## src/rtl/mem_pkg.sv

```systemverilog
// Shared memory-port definitions: function codes, access-type codes and an
// index-width helper used by the arbiter and its testbench.
package mem_pkg;

    localparam logic M_XRD = 1'b0;
    localparam logic M_XWR = 1'b1;

    localparam logic [2:0] MT_X  = 3'd0;
    localparam logic [2:0] MT_B  = 3'd1;
    localparam logic [2:0] MT_H  = 3'd2;
    localparam logic [2:0] MT_W  = 3'd3;
    localparam logic [2:0] MT_BU = 3'd4;
    localparam logic [2:0] MT_HU = 3'd5;

    // A single requester still needs a one-bit index.
    function automatic int idx_w(input int n);
        return (n <= 1) ? 1 : $clog2(n);
    endfunction

endpackage

```

## src/rtl/tag_fifo.sv

```systemverilog
// In-order tag FIFO: remembers which requester owns each outstanding request.
// Push when full and pop when empty are ignored.
module tag_fifo #(
    parameter int WIDTH = 1,
    parameter int DEPTH = 4
) (
    input  logic                     clk,
    input  logic                     reset,
    input  logic                     push,
    input  logic [WIDTH-1:0]         din,
    input  logic                     pop,
    output logic [WIDTH-1:0]         dout,
    output logic                     full,
    output logic                     empty,
    output logic [$clog2(DEPTH):0]   count
);

    localparam int PW = $clog2(DEPTH);

    logic [WIDTH-1:0] mem [DEPTH];
    logic [PW-1:0]    wr_ptr;
    logic [PW-1:0]    rd_ptr;
    logic             do_push;
    logic             do_pop;

    assign full    = (count == (PW+1)'(DEPTH));
    assign empty   = (count == '0);
    assign do_push = push && !full;
    assign do_pop  = pop && !empty;
    assign dout    = mem[rd_ptr];

    always_ff @(posedge clk or posedge reset) begin
        if (reset) begin
            wr_ptr <= '0;
            rd_ptr <= '0;
            count  <= '0;
        end else begin
            if (do_push) wr_ptr <= wr_ptr + 1'b1;
            if (do_pop)  rd_ptr <= rd_ptr + 1'b1;
            if (do_push && !do_pop)      count <= count + 1'b1;
            else if (do_pop && !do_push) count <= count - 1'b1;
        end
    end

    // Tag storage carries data only, so it is not reset.
    always_ff @(posedge clk) begin
        if (do_push) mem[wr_ptr] <= din;
    end

endmodule

```

## src/rtl/mem_port_arbiter.sv

```systemverilog
// N-requester arbiter onto one shared memory port; responses are routed back
// to the issuing port through an in-order tag FIFO.
module mem_port_arbiter
    import mem_pkg::*;
#(
    parameter int NPORTS = 2,
    parameter int AW     = 32,
    parameter int DW     = 32,
    parameter int DEPTH  = 4,
    parameter int RR     = 1
) (
    input  logic                      clk,
    input  logic                      reset,
    input  logic [NPORTS-1:0]         req_valid,
    output logic [NPORTS-1:0]         req_ready,
    input  logic [NPORTS*AW-1:0]      req_addr,
    input  logic [NPORTS*DW-1:0]      req_data,
    input  logic [NPORTS-1:0]         req_fcn,
    input  logic [NPORTS*3-1:0]       req_typ,
    output logic [NPORTS-1:0]         resp_valid,
    output logic [DW-1:0]             resp_data,
    output logic                      mem_req_valid,
    input  logic                      mem_req_ready,
    output logic [AW-1:0]             mem_req_addr,
    output logic [DW-1:0]             mem_req_data,
    output logic                      mem_req_fcn,
    output logic [2:0]                mem_req_typ,
    input  logic                      mem_resp_valid,
    input  logic [DW-1:0]             mem_resp_data,
    output logic [$clog2(DEPTH):0]    outstanding,
    output logic                      err_orphan
);

    localparam int IW = idx_w(NPORTS);

    logic [IW-1:0] rr_ptr;
    logic [IW-1:0] grant;
    logic [IW-1:0] head_tag;
    logic          found;
    logic          full;
    logic          empty;
    logic          xfer;
    logic          pop;

    always_comb begin
        logic [IW-1:0] idx;
        grant = '0;
        found = 1'b0;
        idx   = '0;
        for (int i = 0; i < NPORTS; i++) begin
            idx = (RR != 0) ? IW'((int'(rr_ptr) + i) % NPORTS) : IW'(i);
            if (!found && req_valid[idx]) begin
                found = 1'b1;
                grant = idx;
            end
        end
    end

    // Issue is held off during reset and whenever the tag FIFO is full.
    assign mem_req_valid = found && !full && !reset;
    assign xfer          = mem_req_valid && mem_req_ready;
    assign req_ready     = xfer ? (NPORTS'(1) << grant) : '0;
    assign mem_req_addr  = req_addr[grant*AW +: AW];
    assign mem_req_data  = req_data[grant*DW +: DW];
    assign mem_req_fcn   = req_fcn[grant];
    assign mem_req_typ   = req_typ[grant*3 +: 3];

    assign pop        = mem_resp_valid && !empty;
    assign resp_valid = pop ? (NPORTS'(1) << head_tag) : '0;
    assign resp_data  = mem_resp_data;

    tag_fifo #(
        .WIDTH (IW),
        .DEPTH (DEPTH)
    ) u_tags (
        .clk   (clk),
        .reset (reset),
        .push  (xfer),
        .din   (grant),
        .pop   (pop),
        .dout  (head_tag),
        .full  (full),
        .empty (empty),
        .count (outstanding)
    );

    always_ff @(posedge clk or posedge reset) begin
        if (reset) begin
            rr_ptr     <= '0;
            err_orphan <= 1'b0;
        end else begin
            if (xfer && (RR != 0))
                rr_ptr <= (grant == IW'(NPORTS-1)) ? '0 : grant + 1'b1;
            if (mem_resp_valid && empty)
                err_orphan <= 1'b1;
        end
    end

endmodule

```

## config.mk

```make
export PLATFORM = sky130hd
export DESIGN_NAME = mem_port_arbiter
export DESIGN_NICKNAME = d
export VERILOG_FILES = /design/src/rtl/mem_pkg.sv /design/src/rtl/tag_fifo.sv /design/src/rtl/mem_port_arbiter.sv
export SDC_FILE = /design/constraint.sdc
export NUM_CORES = 1
export LEC_CHECK = 0
export ABC_AREA = 1
export CORE_AREA = 3 3 109 111
export CTS_CLUSTER_SIZE = 24
export DETAILED_ROUTE_END_ITERATION = 10
export DIE_AREA = 0 0 112 114
export SLEW_MARGIN = 15
export SYNTH_ARGS = -nofsm -noshare
export SYNTH_HDL_FRONTEND = slang
export SYNTH_SLANG_ARGS = --single-unit
```

## constraint.sdc

```tcl
create_clock -name clk -period 3.2 [get_ports clk]
set_clock_uncertainty 0.05 [all_clocks]
set_input_delay 0.8 -clock clk [delete_from_list [all_inputs] [get_ports clk]]
set_output_delay 0.8 -clock clk [all_outputs]
set_load 0.01 [all_outputs]
```

==> impl_metrics.ini, run 1 <==
[routing]
route.final.wire_length_mm = 9.706
routed_via_density = 3.948
detail-route-antenna-nets = 0
dr_total_vias = 2598
dr_iter_0_viols = 92
route.detailed.drc = 0
wl_per_cell_um = 14.75
drtPass1Iterations = 4

[hold_path]
timing.hold.worst.class = reg -> reg

[setup_path]
cpLargestDelayFamily = buffers and inverters
cp_cell_sequence = clkdlybuf4s50_1, nand2_2, nand2_4, inv_4, bufbuf_16, nand2_1, nand2_1, dlygate4sd2_1
timing.critical_path.buf_inv = 4
critPathMaxStageDelay_ns = 0.49
path_common_cell = nand2_1
crit_slowest_cell = clkdlybuf4s50_1
critPathMaxFanout = 16
timing.critical_path.required_ns = 2.35
path_class = in -> out
critical_path_arrival_ns = 2.21
endpoint_kind = primary output
critPathLaunchType = input pin

[die]
boundaryPins = 283
core_um2 = 10890
initial_utilization_pct = 16.61
fp.dieH_um = 114
die_width_um = 112
core.rowCount = 38
die_area_um2 = 12770

[grt]
number_of_antenna_violations_at_the_first_check_in_global_routing = 0
gr-usage-met1_pct = 14.00
use_met2_pct = 27.38
grt_most_used_layer = met2
grt_pass1_wl_mm = 14.09
globalRoute.totalOverflow = 0
grt_usage_pct = 13.70
grt_start_max_net_pins = 41
met3_demand_to_capacity_share_in_global_routing_pct = 3.820
number_of_global_route_vias_before_repair = 2565

[logic_synthesis]
yosys_register_bits = 13
dominantRegCellSynth = dfrtp_1
synth.yosys.seq_area_share_pct = 19.10
most_frequent_cells_after_synthesis = 225 x nand2_1, 32 x buf_4, 16 x inv_1
post_synth_main_area_contributors = nand2_1 47%, buf_4 13%, dfrtp_1 12%
synth.yosys.warnings = 0
synth_largest_type_area_fraction_pct = 46.71
postSynthCellCount = 332
synthesis.nets = 512
post_synth_instance_area_um2 = 1808
avgSynthCellArea_um2 = 5.446
synth-edff-count = 4
yosysMostFrequentCell = nand2_1
synth.largest_area_cell = nand2_1
synth_cell_type_count = 23
async_reset_ff_share_pct = 69.23

[power]
p_int_mw = 0.8670
swShare_pct = 41.69
net-switching-power_mw = 0.6198
seqPwrFrac_pct = 19.6
power.density_cell_area_nw_per_um2 = 374.8
part_of_the_total_power_dissipated_in_combinational_logic_pct = 70.7
vdd.ir_drop.worst_v = 0.0002487
share_clk_of_total_power_pct = 9.7
leakagePower_nw = 2.101

[clocking]
ctsLongestPathBuffers = 2
ctsHoldBuffers = 0
clock_sink_count = 13
cts-buffers-inserted = 3
path_clk_slew_ns = 0.05
h-tree-depth = 1
cts_tree = built
cts_root_buf = clkbuf_8
clk_latency_worst_skew_pair_ns = 0.24

[place]
dpl_worst_slack_ns = -0.1369
postPlaceCellArea_um2 = 3955
finalWeightedCongestion = 0.8442
port_buffers = 218
place_inst = 652
hpwl_mm = 8.280

[run]
max-cap-violations = 0

[sta]
finalSetupViolCount = 0
min_period_ns = 3.059
post-route-worst-setup-slack_ns = 0.1405
timing_hold_violations_final = 0
slew_worst_pin_ns = 0.3671
slew_violations = 0
fmax_mhz = 326.9
min_period_over_period_pct = 95.61
worst_hold_slack_across_all_endpoints_ns = 0.4183
rsz0062_at_grt = no
worst_slew_margin_rel_pct = 75.50

[layout]
finalNetCount = 699
postLayoutCoreUtil_pct = 36.44
fillCellCount = 1184
layout.cell_area.non_filler_um2 = 3968
seqCellArea_um2 = 345.3
drive_above_1_share_pct = 3.668
n_antenna_cell = 0
multiInputGateArea_um2 = 1079
post_layout_instance_count_excluding_filler_cells = 658
areaGrowthSynthToFinish_pct = 119.4

[status]
status = finished clean
final cells by class:
class	count	share of cell area, %
sequential	13	8.704
multi-input combinational	256	27.18
inverter	17	1.671
timing repair buffer	228	56.89
clock buffer	4	1.135
tap	140	4.415
power groups by stage:
| stage | Combinational (mW) | Sequential (mW) | Clock [mW] |
|---|---|---|---|
| 2_1_floorplan | 0.533 | 0.292 | 0 |
| 3_3_place_gp | 1.13 | 0.289 | 0 |
| 3_5_place_dp | 1.14 | 0.295 | 0 |
| 4_1_cts | 1.07 | 0.291 | 0.150 |
| 5_1_grt | 1.17 | 0.300 | 0.159 |
| 6_report | 1.05 | 0.291 | 0.145 |
layout by cell type, fill, tap and decap left out, drive strengths merged, types with 3 or more instances in the layout:
cell type      instances
nand2                227
nand3                  3
inv                   17
edfxtp                 4
dlygate4sd2           68
dfrtp                  9
nand4                  3
clkdlybuf4s50        146
ha                     5
nor2                   9
buf                    9
dlymetal6s2s           4
clkbuf                 4
routing by layer:
metal	part of all wire, %	up-vias
met5	0	-
met4	1.9	0
met3	7.6	15
met2	57	117
li1	-	1326
met1	33	1140
final timing paths:
kind                                 start                to  slack [ns]  cells after the start
max in group asynchronous            reset  u_tags.wr_ptr[1]        2.01                      2
hold reg to reg                 err_orphan        err_orphan        0.42                      1
setup / recovery              req_valid[0]   mem_req_addr[9]        0.14                      8
min in group asynchronous            reset            rr_ptr        0.82                      2
hold / removal                  err_orphan        err_orphan        0.42                      1
setup reg to reg           u_tags.count[0]   u_tags.count[2]        1.07                     11
flip-flops by register name, indices dropped and copies added (netlist names):
name	cells
u_tags.mem	4
u_tags.count	3
u_tags.rd_ptr	2
u_tags.wr_ptr	2
err_orphan	1
rr_ptr	1
stage by stage:
step           power (mW)  setup TNS (ns)
2_1_floorplan      0.8251               0
3_3_place_gp        1.424          -5.267
3_5_place_dp        1.439          -5.552
4_1_cts             1.514               0
5_1_grt             1.629               0
6_report            1.487               0
logic make-up (layout without fill, tap and decap cells):
| family | Yosys count | after routing | synth area share, % |
|---|---|---|---|
| flip-flops | 13 | 13 | 19.10 |
| XOR/XNOR | 4 | 4 | 1.938 |
| adder cells (fa/ha/maj) | 6 | 6 | 4.568 |
| AO/OA/AOI/OAI | 4 | 4 | 1.315 |
| AND/OR/NAND/NOR | 242 | 242 | 51.83 |
| buffers and inverters | 63 | 249 | 21.25 |
timing repair:
item / CTS / global route
endpoints found under the hold margin: 0 / 0
gates cloned: 1 / 0
resized for setup: 69 / 4
setup buffers: 0 / 1
pin swaps: 0 / 1
endpoints found under the setup margin: 71 / 4
(Power assumes the default switching activity.)
==> run 2, diff against run 1 <==
--- a/config.mk
+++ b/config.mk
@@ -10,7 +10,7 @@
 export CTS_CLUSTER_SIZE = 24
 export DETAILED_ROUTE_END_ITERATION = 10
 export DIE_AREA = 0 0 112 114
-export SLEW_MARGIN = 15
+export SLEW_MARGIN = 25
 export SYNTH_ARGS = -nofsm -noshare
 export SYNTH_HDL_FRONTEND = slang
 export SYNTH_SLANG_ARGS = --single-unit
==> results of run 2 <==
The final DEF is identical to that of run 1; final timing and power are the same.
==> run 3, diff against run 2 <==
--- a/config.mk
+++ b/config.mk
@@ -10,6 +10,7 @@
 export CTS_CLUSTER_SIZE = 24
 export DETAILED_ROUTE_END_ITERATION = 10
 export DIE_AREA = 0 0 112 114
+export SKIP_LAST_GASP = 1
 export SLEW_MARGIN = 25
 export SYNTH_ARGS = -nofsm -noshare
 export SYNTH_HDL_FRONTEND = slang
==> run 3 against run 2 <==
Effect of this change:
- critical path type unchanged
- via count grew 1.3%
- cell area grew 4.7%
- die area is the same
- core utilization grew 1.7 points
- the flow now finishes with violations (setup timing)
- highest routed layer unchanged
- clock power is essentially flat
- final cell count grew 0.61%
==> impl_metrics.ini, run 3 (synthesized netlist as in run 1, its figures left out) <==
[routing]
routed_via_density = 3.976
route.final.wire_length_mm = 10.24
drtPass1Iterations = 4
dr_iter_0_viols = 119
detail-route-antenna-nets = 0
wl_per_cell_um = 15.47
route.detailed.drc = 0
dr_total_vias = 2632

[layout]
fillCellCount = 1165
top_register = u_tags.mem
layout.cells.most_common_list = 225 x nand2_1, 184 x clkdlybuf4s50_1, 20 x dlymetal6s2s_1
layout_commonest_cell = nand2_1
reg.largest.list = u_tags.mem (4), u_tags.count (3)
flip_flop_count_of_the_largest_register_all_copies_and_words_added = 4
drive_above_1_share_pct = 4.406
areaGrowthSynthToFinish_pct = 129.8
finalNetCount = 703
n_antenna_cell = 0
layout.cell_area.non_filler_um2 = 4154

[clocking]
clock_sink_count = 13
ctsLongestPathBuffers = 2
h-tree-depth = 1
clk_latency_worst_skew_pair_ns = 0.24
cts_root_buf = clkbuf_8
cts_tree = built
path_clk_slew_ns = 0.05
cts-buffers-inserted = 3

[grt]
grt_start_max_net_pins = 41
gr-usage-met1_pct = 14.10
grt_most_used_layer = met2
number_of_antenna_violations_at_the_first_check_in_global_routing = 0
met3_demand_to_capacity_share_in_global_routing_pct = 3.926
globalRoute.totalOverflow = 0
grt_pass1_wl_mm = 14.13
grt_usage_pct = 13.75
number_of_global_route_vias_before_repair = 2582
use_met2_pct = 27.34

[place]
postPlaceCellArea_um2 = 3955
finalWeightedCongestion = 0.8442
hpwl_mm = 8.280
port_buffers = 218

[setup_path]
critPathMaxFanout = 30
cpLargestDelayFamily = buffers and inverters
timing.critical_path.buf_inv = 3
crit_slowest_cell = clkdlybuf4s50_1
worst_r2r_path_depth = 11
cp_cell_sequence = clkdlybuf4s50_1, nand2_2, nand2_8, buf_12, nand2_1, nand2_1, clkdlybuf4s50_1
critPathLaunchType = input pin
path_class = in -> out
timing.critical_path.required_ns = 2.35
critical_path_arrival_ns = 2.41
crit_cells = 7
timing.reg2reg.setup_slack_ns = 1.07
critPathMaxStageDelay_ns = 0.54
endpoint_kind = primary output

[sta]
rsz0062_at_grt = yes
min_period_ns = 3.265
worst_slew_margin_rel_pct = 75.61
slew_violations = 0
slew_worst_pin_ns = 0.3654
min_period_over_period_pct = 102.0
finalSetupViolCount = 37
worst_hold_slack_across_all_endpoints_ns = 0.4189
post-route-worst-setup-slack_ns = -0.06453
timing_hold_violations_final = 0
fmax_mhz = 306.3

[die]
initial_utilization_pct = 16.61
boundaryPins = 283
die_area_um2 = 12770
fp.dieH_um = 114
die_width_um = 112
core_um2 = 10890
core.rowCount = 38

[power]
power.total_mw = 1.603
vdd.ir_drop.worst_v = 0.0002472
power.density_cell_area_nw_per_um2 = 385.9
leakagePower_nw = 2.203

[status]
failed_checks = setup timing
status = finished with violations

[run]
max-cap-violations = 0

[hold_path]
hold-path-cell-count = 1
timing.hold.worst.class = reg -> reg
run 3: metal layers:
metal | wire [um] | part of all wire (%) | vias up
li1 | - | - | 1334
met1 | 3494 | 34 | 1166
met2 | 5794 | 57 | 117
met3 | 752 | 7.3 | 15
met4 | 202 | 2.0 | 0
met5 | 0 | 0 | -
run 3: power by group:
part | switching [mW] | leakage, nW | internal, mW
Combinational | 0.528 | 2.04 | 0.638
Sequential | 0.0597 | 0.142 | 0.232
Clock | 0.0575 | 0.0228 | 0.0879
run 3: final timing paths:
kind                               endpoint             from
setup / recovery           mem_req_data[22]     req_valid[0]
hold / removal                   err_orphan       err_orphan
setup reg to reg            u_tags.count[2]  u_tags.count[0]
hold reg to reg                  err_orphan       err_orphan
max in group asynchronous  u_tags.wr_ptr[1]            reset
min in group asynchronous            rr_ptr            reset
run 3: final cells by class:
cell class	count	area (um^2)	area share, %
clock buffer	4	45.04	1.084
timing repair buffer	232	2430	58.49
tap	140	175.2	4.217
inverter	17	71.32	1.717
multi-input combinational	256	1087	26.17
sequential	13	345.3	8.313
run 3: worst register-to-register path: stages, from the launching register on:
cell and delay (ns):
dfrtp_1 0.44, nor2_1 0.10, nand2_1 0.17, nand3_2 0.11, buf_4 0.17, inv_1 0.05, ha_1 0.17, inv_1 0.07
fa_1 0.38, nand2_1 0.08, nand3_1 0.09, xor2_1 0.15
run 3: through the flow:
stage | setup WS [ns] | instances | utilization [%] | TNS (ns)
after detailed placement | -0.1369 | 652 | 36.33 | -5.552
after floorplan | 0.9511 | 332 | - | 0
after global placement | -0.1291 | 652 | 36.33 | -5.267
final | -0.06453 | 662 | 38.15 | -1.267
after global routing | -0.1196 | 662 | 38.15 | -3.599
after CTS | -0.1271 | 657 | 36.90 | -3.611
run 3: timing repair:
action,in CTS,in global routing
resized for setup,15,23
setup endpoints to repair,71,58
pin swaps,0,1
gates cloned,1,2
hold buffers,0,0
setup buffers,0,3
